**src/rtl/cnff_ctrl_pkg.sv**
```systemverilog
// Shared definitions for the cnff bank controller: opcodes, FSM states and cell behaviour.
// The CHECK state is only reachable when CNFF_CTRL_READBACK_EN is defined.
package cnff_ctrl_pkg;

   localparam logic [1:0] OP_NOP = 2'b00;
   localparam logic [1:0] OP_CLR = 2'b01;
   localparam logic [1:0] OP_TGL = 2'b10;
   localparam logic [1:0] OP_SET = 2'b11;

   typedef enum logic [2:0] {
      IDLE,
      EXEC1,
      EXEC2,
      CHECK,
      ACK
   } state_e;

   // One cnff cell: hold when n=0, clear when n=1/c=0, toggle when n=1/c=1.
   function automatic logic cnff_next(input logic q, input logic c, input logic n);
      return n ? (c & ~q) : q;
   endfunction

endpackage

```
**src/rtl/rr_arbiter.sv**
```systemverilog
// Combinational round-robin arbiter: first requester at or after the pointer wins,
// wrapping from NREQ-1 back to 0.
module rr_arbiter #(
   parameter int unsigned NREQ = 4,
   localparam int unsigned IW  = (NREQ > 1) ? $clog2(NREQ) : 1
) (
   input  logic [NREQ-1:0] req,
   input  logic [IW-1:0]   pointer,
   output logic [NREQ-1:0] grant,
   output logic [IW-1:0]   grant_idx
);

   logic [IW-1:0] sel;

   always_comb begin
      grant     = '0;
      grant_idx = '0;
      sel       = '0;
      // Walk from the farthest candidate back to the pointer so the nearest one wins.
      for (int k = int'(NREQ) - 1; k >= 0; k--) begin
         sel = IW'((int'(pointer) + k) % int'(NREQ));
         if (req[sel]) begin
            grant      = '0;
            grant[sel] = 1'b1;
            grant_idx  = sel;
         end
      end
   end

endmodule

```
**src/rtl/cnff_bank_ctrl.sv**
```systemverilog
// Round-robin sequencer that turns CLR/TGL/SET commands into c/n cycles for a cnff bank.
// Defining CNFF_CTRL_READBACK_EN adds a shadow bank, a CHECK state and the bank_q/err ports.
module cnff_bank_ctrl
   import cnff_ctrl_pkg::*;
#(
   parameter int unsigned NREQ  = 4,
   parameter int unsigned WIDTH = 8
) (
   input  logic                    clk,
   input  logic                    rst_n,
   input  logic [NREQ-1:0]         req,
   input  logic [2*NREQ-1:0]       op,
   input  logic [WIDTH*NREQ-1:0]   mask,
   output logic [NREQ-1:0]         ack,
   output logic                    busy,
   output logic [WIDTH-1:0]        c_out,
   output logic [WIDTH-1:0]        n_out
`ifdef CNFF_CTRL_READBACK_EN
   ,
   input  logic [WIDTH-1:0]        bank_q,
   output logic                    err
`endif
);

   localparam int unsigned IW = (NREQ > 1) ? $clog2(NREQ) : 1;

`ifdef CNFF_CTRL_READBACK_EN
   localparam state_e POST_EXEC = CHECK;
`else
   localparam state_e POST_EXEC = ACK;
`endif

   state_e           state_q, state_d;
   logic [NREQ-1:0]  grant;
   logic [IW-1:0]    grant_idx;
   logic [IW-1:0]    ptr_q, win_q;
   logic [1:0]       op_q, op_sel, op_cur;
   logic [WIDTH-1:0] mask_q, mask_sel, mask_cur;
   logic [WIDTH-1:0] c_d, n_d;
   logic [NREQ-1:0]  ack_d;
   logic             start;

   rr_arbiter #(
      .NREQ(NREQ)
   ) u_arb (
      .req      (req),
      .pointer  (ptr_q),
      .grant    (grant),
      .grant_idx(grant_idx)
   );

   assign start = (state_q == IDLE) && (|req);
   assign busy  = (state_q != IDLE);

   always_comb begin
      op_sel   = '0;
      mask_sel = '0;
      for (int i = 0; i < int'(NREQ); i++) begin
         if (grant[i]) begin
            op_sel   = op[2*i +: 2];
            mask_sel = mask[WIDTH*i +: WIDTH];
         end
      end
   end

   // The registered outputs are loaded in the same edge that captures the command.
   assign op_cur   = start ? op_sel : op_q;
   assign mask_cur = start ? mask_sel : mask_q;

   always_ff @(posedge clk or negedge rst_n) begin
      if (!rst_n) begin
         state_q <= IDLE;
      end else begin
         state_q <= state_d;
      end
   end

   always_comb begin
      state_d = state_q;
      unique case (state_q)
         IDLE:    if (|req) state_d = EXEC1;
         EXEC1:   state_d = (op_q == OP_SET) ? EXEC2 : POST_EXEC;
         EXEC2:   state_d = POST_EXEC;
         CHECK:   state_d = ACK;
         ACK:     state_d = IDLE;
         default: state_d = IDLE;
      endcase
   end

   always_comb begin
      c_d   = '0;
      n_d   = '0;
      ack_d = '0;
      case (state_d)
         EXEC1: begin
            n_d = (op_cur == OP_NOP) ? '0 : mask_cur;
            c_d = (op_cur == OP_TGL) ? mask_cur : '0;
         end
         EXEC2: begin
            n_d = mask_cur;
            c_d = mask_cur;
         end
         ACK:     ack_d[win_q] = 1'b1;
         default: ;
      endcase
   end

   always_ff @(posedge clk or negedge rst_n) begin
      if (!rst_n) begin
         ptr_q  <= '0;
         win_q  <= '0;
         op_q   <= OP_NOP;
         mask_q <= '0;
         c_out  <= '0;
         n_out  <= '0;
         ack    <= '0;
      end else begin
         c_out <= c_d;
         n_out <= n_d;
         ack   <= ack_d;
         if (start) begin
            win_q  <= grant_idx;
            op_q   <= op_sel;
            mask_q <= mask_sel;
         end
         if (state_q == ACK) begin
            ptr_q <= (win_q == IW'(NREQ - 1)) ? '0 : win_q + 1'b1;
         end
      end
   end

`ifdef CNFF_CTRL_READBACK_EN
   logic [WIDTH-1:0] shadow_q, shadow_d;

   always_comb begin
      shadow_d = shadow_q;
      for (int i = 0; i < int'(WIDTH); i++) begin
         shadow_d[i] = cnff_next(shadow_q[i], c_out[i], n_out[i]);
      end
   end

   always_ff @(posedge clk or negedge rst_n) begin
      if (!rst_n) begin
         shadow_q <= '0;
         err      <= 1'b0;
      end else begin
         shadow_q <= shadow_d;
         if ((state_q == CHECK) && (bank_q != shadow_q)) begin
            err <= 1'b1;
         end
      end
   end
`endif

endmodule

```
**config.mk**
```make
export PLATFORM = sky130hd
export DESIGN_NAME = cnff_bank_ctrl
export DESIGN_NICKNAME = d
export VERILOG_FILES = /design/src/rtl/cnff_ctrl_pkg.sv /design/src/rtl/rr_arbiter.sv /design/src/rtl/cnff_bank_ctrl.sv
export SDC_FILE = /design/constraint.sdc
export NUM_CORES = 1
export LEC_CHECK = 0
export BUFFER_PORTS_ARGS = -buffer_cell sky130_fd_sc_hd__buf_2
export CAP_MARGIN = 20
export CORE_MARGIN = 10
export CORE_UTILIZATION = 40
export DETAILED_ROUTE_END_ITERATION = 16
export RECOVER_POWER = 100
export SKIP_LAST_GASP = 1
export SYNTH_ARGS = -nofsm -noshare
export SYNTH_HDL_FRONTEND = slang
export SYNTH_SLANG_ARGS = --single-unit
```
**constraint.sdc**
```tcl
create_clock -name clk -period 5.75 [get_ports clk]
set_input_delay 0.575 -clock clk [delete_from_list [all_inputs] [get_ports clk]]
set_output_delay 0.575 -clock clk [all_outputs]
set_load 0.005 [all_outputs]
```
# Word level (Yosys, flattened, before mapping)
# Cells that the tools add are included.
# classes
n_addsub,4
n_mul,0
div_mod_pow,0
magnitude_cmp,10
eq_ne,10
shifts,0
n_mux,45
bitwise_logic,0
n_reduce_logical,11
# op_table
operator,count
two-way mux 8 bit,7
case mux 8 bit (2 select lines),2
two-way mux 2 bit,10
two-way mux 4 bit,5
less-than comparator 2 x 3 -> 1 bit (second input constant),5
demux 1 bit (select 2 bit),5
greater-or-equal comparator 2 x 1 -> 1 bit (second input constant),5
equality test 3 x 2 -> 1 bit (second input constant),3
two-way mux 1 bit,9
case mux 3 bit (3 select lines),1
binary-select mux 1 bit (select 2 bit),4
equality test 2 bit (second input constant),3
equality test 3 x 1 -> 1 bit (second input constant),2
equality test 3 bit (second input constant),2
logical AND 1 bit,6
two-way mux 3 bit,2
adder 2 x 1 -> 2 bit (second input constant),2
adder 2 bit (second input constant),2
OR reduction 4 bit,1
logical NOT 3 bit,1
nonzero test 3 bit,1
logical NOT 2 bit,1
OR reduction 2 bit,1
# word_totals
regBits,37
latchBits,0
ram_bits,0
mem_bits_ro,0
input_bits,46
out_inout_bits,21
elab_cells,88
memories,0

# Depth between registers and ports, before layout
# logic_depth
ltp_word,17
ltp_mapped,14
ltp_nobuf,10

# Modules after synthesis
# Synthesis repeated with hierarchy kept, for this count alone.
# hier_totals
cells_unflattened,235
hier_area_um2,2244.7
# modules_own_cells
module,n_inst,cells_each,area_per_inst_um2
cnff_bank_ctrl,1,169,1752.9
rr_arbiter,1,66,491.7

# Worst setup path before layout
# OpenSTA, ideal clock, no wires.
# synth_path
path_type,register to register
startpoint,reg ptr_q[0]
endpoint,reg c_out[4]
arrival_ns,3.478
t_required_ns,5.619
slack_ns,2.142
stages_incl_launch_ff,15
n_path_buf,4
synth_period_minus_slack_ns,3.608
cell_sequence,dfrtp_1 buf_2 clkbuf_1 inv_1 ha_1 buf_2 mux2_2 a221o_1 a2111o_1 o21a_1 buf_6 a21o_1 o21a_2 o2111ai_4 a21oi_1
# synth_via
elab_chain_cells,17
elab_cells_between_ends,48
cone_classes,add/sub (3); order compare (8); eq/ne (1); mux (32); reduce/logical (4)
# synth_lines
item,line_no,text
"start, declared",cnff_bank_ctrl.sv:36,"logic [IW-1:0] ptr_q, win_q;"
"start signal, assigned",cnff_bank_ctrl.sv:127,ptr_q <= (win_q == IW'(NREQ - 1)) ? '0 : win_q + 1'b1;
adder 2 bit,rr_arbiter.sv:21,sel = IW'((int'(pointer) + k) % int'(NREQ));
less-than comparator 2 x 3 -> 1 bit (implied by the code) / greater-or-equal comparator 2 x 1 -> 1 bit (equally long branches),rr_arbiter.sv:24,grant[sel] = 1'b1;
logical AND 1 bit (implied by the code),rr_arbiter.sv:24,
two-way mux 1 bit (implied by the code),rr_arbiter.sv:24,
demux 1 bit (select 2 bit),n/a,
two-way mux 4 bit (3 in series),rr_arbiter.sv:22,if (req[sel]) begin
two-way mux 4 bit (*),rr_arbiter.sv:22,
two-way mux 2 bit (4 in series),cnff_bank_ctrl.sv:59,if (grant[i]) begin
two-way mux 2 bit,n/a,
equality test 2 bit,cnff_bank_ctrl.sv:97,c_d = (op_cur == OP_TGL) ? mask_cur : '0;
two-way mux 8 bit,cnff_bank_ctrl.sv:97,
case mux 8 bit (2 select lines) (*),cnff_bank_ctrl.sv:94,case (state_d)
via c_d[4],cnff_bank_ctrl.sv:39,"logic [WIDTH-1:0] c_d, n_d;"
"end signal, assigned",cnff_bank_ctrl.sv:114,c_out <= '0;
"end signal, assigned",cnff_bank_ctrl.sv:118,c_out <= c_d;
"end, declared",cnff_bank_ctrl.sv:16,"output logic [WIDTH-1:0] c_out,"
# Mark *: on every way through the listed nets, which the timed path passes. The rest lies on a longest branch. The select of a mux whose other input is x is not followed.
# A chain may end at the register's enable or synchronous reset.

# Worst setup path after layout
# layout_path
startpoint,reg ptr_q[0]
endpoint,reg n_out[7]
# layout_via
elab_chain_cells,17
elab_cells_between_ends,48
cone_classes,add/sub (3); order compare (8); mux (32); reduce/logical (5)
# layout_lines
item,line_no,text
adder 2 bit,rr_arbiter.sv:21,
less-than comparator 2 x 3 -> 1 bit (implied by the code) / greater-or-equal comparator 2 x 1 -> 1 bit (equally long branches),rr_arbiter.sv:24,
logical AND 1 bit (implied by the code),rr_arbiter.sv:24,
two-way mux 1 bit (implied by the code),rr_arbiter.sv:24,
demux 1 bit (select 2 bit),n/a,
two-way mux 4 bit (3 in series),rr_arbiter.sv:22,
two-way mux 4 bit (*),rr_arbiter.sv:22,
two-way mux 2 bit (4 in series),cnff_bank_ctrl.sv:59,
two-way mux 2 bit,n/a,
logical NOT 2 bit,cnff_bank_ctrl.sv:96,n_d = (op_cur == OP_NOP) ? '0 : mask_cur;
two-way mux 8 bit,cnff_bank_ctrl.sv:96,
case mux 8 bit (2 select lines) (*),cnff_bank_ctrl.sv:94,
via n_d[7],cnff_bank_ctrl.sv:39,
"end signal, assigned",cnff_bank_ctrl.sv:119,n_out <= n_d;
"end, declared",cnff_bank_ctrl.sv:17,output logic [WIDTH-1:0] n_out
# Marked as above.

==> flow_summary.toml <==
[cells_and_area]
multi_input_area_sq_um = 1250
antenna_cells = 0
finalNonFillerCells = 381
drive_above_1_share = 0.201
fillers = 587
nNetsFinal = 365
area_growth_pct = 15.7
final-seq-area_sq_um = 926

[timing]
drv_slew = 38
period_share = 0.802
maxSlewHeadroom = -0.274
hold_viol = 0
timing.fmax_mhz = 217
min_period_ps = 4610
finalSetupTns_ps = 0
rsz0062_at_grt = "false"
finalSetupViolCount = 0
worst_pin_slew_ps = 1910
clock_skew_ps = 5.80

[die]
dieArea_sq_um = 9260
num_rows = 27
io_pins = 67
core_sq_um = 5570
die-width_um = 96.2
die_h_um = 96.2
start_util = 0.417

[min_path]
min_from = "op_q[1]"
hp-class = "flop to flop"
whs_endpoint = "op_q[1]"
hold_depth = 2

[grt]
grt_busiest_layer = "met2"
use_met1 = 0.190
grt.total_usage = 0.135
grt_pass1_wl_um = 10100
use_met3 = 0.0436
antenna_found_initial = 0
grt_max_degree = 38
grt-ovfl-total = 0
grt_use_met2 = 0.192
grt_pass1_vias = 2046

[setup_path]
path_class = "flop to flop"
worstReg2RegStart = "ptr_q[0]"
r2r-end = "n_out[7]"
slowest_stage = "nor3_1"
cp_max_fo = 22
cp.arrival_ps = 4730
r2r_cells = 10
critPathMostFrequentCell = "nor3_1"
critPathCaptureType = "flop"
path_cells = "inv_1, ha_1, or3b_2, a211o_1, a21oi_1, a22o_1, o21bai_1, a31oi_1, nor3_1, nor3_1"
required_ps = 5870
slowest_delay_ps = 890
cp-start-kind = "flop"
r2r_setup_slack_ps = 1140

[yosys]
netlist_area_sq_um = 2320
synth_edf_count = 0
synthCells = 252
ys_types = 50
synthArstFlopShare = 1.00
yosysSeqAreaShare = 0.398
yosys_register_bits = 37
synth_top_area_cell = "dfrtp_1"
synth_top_cell_area_share = 0.398
synthesis.nets = 309
synth_flop_cell = "dfrtp_1"
yosys-top-cells-area = "dfrtp_1 (40%), ha_1 (5.9%), nor2_1 (5.0%), a21oi_1 (5.0%), nand2_1 (4.5%)"
ys_warn_count = 0
yosys-top-cells-count = "dfrtp_1 (37), nor2_1 (31), nand2_1 (28)"
avgSynthCellArea_sq_um = 9.22
synth_most_common_cell = "dfrtp_1"

[pwr]
power_switching_uw = 753
clkPwrFrac = 0.104
p_int_uw = 855
peakVddDrop_v = 0.000328
power.share.switching = 0.468
p_leak_uw = 0.00123
p_comb_frac = 0.612
seqPwrFrac = 0.283
power_density_nw_per_um2 = 598

[placement]
detailed_place_hpwl_um = 4560
place_congestion = 0.839
io_buffers = 66
placed_cells = 373

[clock_network]
cts_tree = "built"
cts_resized = 0
clk_pin_slew_worst_paths_ps = 60
h-tree-depth = 2
post_cts.repair.setup_buffers = 0
cts.sinks = 37
cts_root_buf = "clkbuf_8"
cts_buffers = 5
cts_buffer_depth = 2
cts_hold_buf = 0
clock_latency_ps = 280

[detailed_routing]
dr.first_iter.drc_count = 94
drc = 0
ant_nets = 0
routed_wirelength_um = 6000
vias = 2058
vias_per_cell = 5.40
first_pass_iters = 4
wire_per_inst_um = 15.8

[run]
max-cap-violations = 1

[run_status]
violations = "max-capacitance violations, max-slew violations"
status = "complete, but fails checks"
==> kinds of logic (layout without fill, tap and decap cells) <==
kind of cell | after synthesis | after routing | synth area share
AOI/OAI and AO/OA | 74 | 74 | 0.231
and+or+nand+nor | 93 | 93 | 0.192
buffers and inverters | 26 | 83 | 0.0539
DFF | 37 | 37 | 0.398
muxes | 11 | 11 | 0.0657
adders and majority gates | 11 | 11 | 0.0592
==> worst max-delay path by stage <==
stage | from | to | slack (ps) | depth (start not counted)
after floorplan | ptr_q[0] | c_out[4] | 2140 | 14
after global placement | ptr_q[0] | n_out[7] | 1750 | 10
after detailed placement | ptr_q[0] | n_out[7] | 1640 | 10
after CTS | ptr_q[0] | n_out[7] | 1610 | 10
after global routing | ptr_q[0] | n_out[7] | 680 | 10
final | ptr_q[0] | n_out[7] | 1140 | 10
==> state kept, by name, summed over array words and instances, names as in the netlist <==
| name | cells |
|---|---|
| n_out | 8 |
| win_q | 2 |
| c_out | 8 |
| ack | 4 |
| ptr_q | 2 |
| state_q | 3 |
| mask_q | 8 |
| op_q | 2 |
==> worst max-delay path, delay by kind of cell (launching register included) <==
kind	cells	cell delay, ps
buffers and inverters	1	230
flip-flops	1	790
AO/OA/AOI/OAI	5	1400
AND/OR/NAND/NOR	3	1530
adder cells (fa/ha/maj)	1	490
==> cell type report <==
cell class | count | share of cell area
Clock buffer | 8 | 0.0298
Inverter | 7 | 0.00978
Multi-Input combinational cell | 189 | 0.465
Sequential cell | 37 | 0.345
Tap cell | 72 | 0.0335
Timing Repair Buffer | 68 | 0.118
==> power by group through the flow <==
stage	clock network [uW]	registers [uW]	logic [uW]
3_3_place_gp	0	456	1030
6_report	168	455	985
3_5_place_dp	0	458	1040
5_1_grt	185	476	1130
4_1_cts	173	454	1050
2_1_floorplan	0	428	845
==> stage by stage <==
step                 util  area, sq um  hold slack [ps]  worst slack, ps  power, uW
floorplan               -         2320              279             2140       1270
global placement    0.479         2670              484             1750       1490
detailed placement  0.479         2670              504             1640       1500
CTS                 0.493         2750              403             1610       1670
global route        0.482         2690              566              677       1790
finish              0.482         2690              518             1140       1610
==> layout by cell type (no fill, tap or decap), drive strengths merged, types with 7 or more instances in the layout <==
cell    Yosys  final
clkbuf      9     29
inv         7      7
buf        10     47
a221oi      8      8
a21oi      23     23
o21ai      10     10
dfrtp      37     37
nor3        9      9
and2        7      7
nand2      28     28
nor2       31     31
ha         11     11
o311a       8      8
==> metal layers <==
layer	routed length, um	part of all wire
met3	504	0.084
met2	2600	0.43
met4	44	0.0073
met1	2860	0.48
met5	0	0
Power figures use the tool's default switching activity.
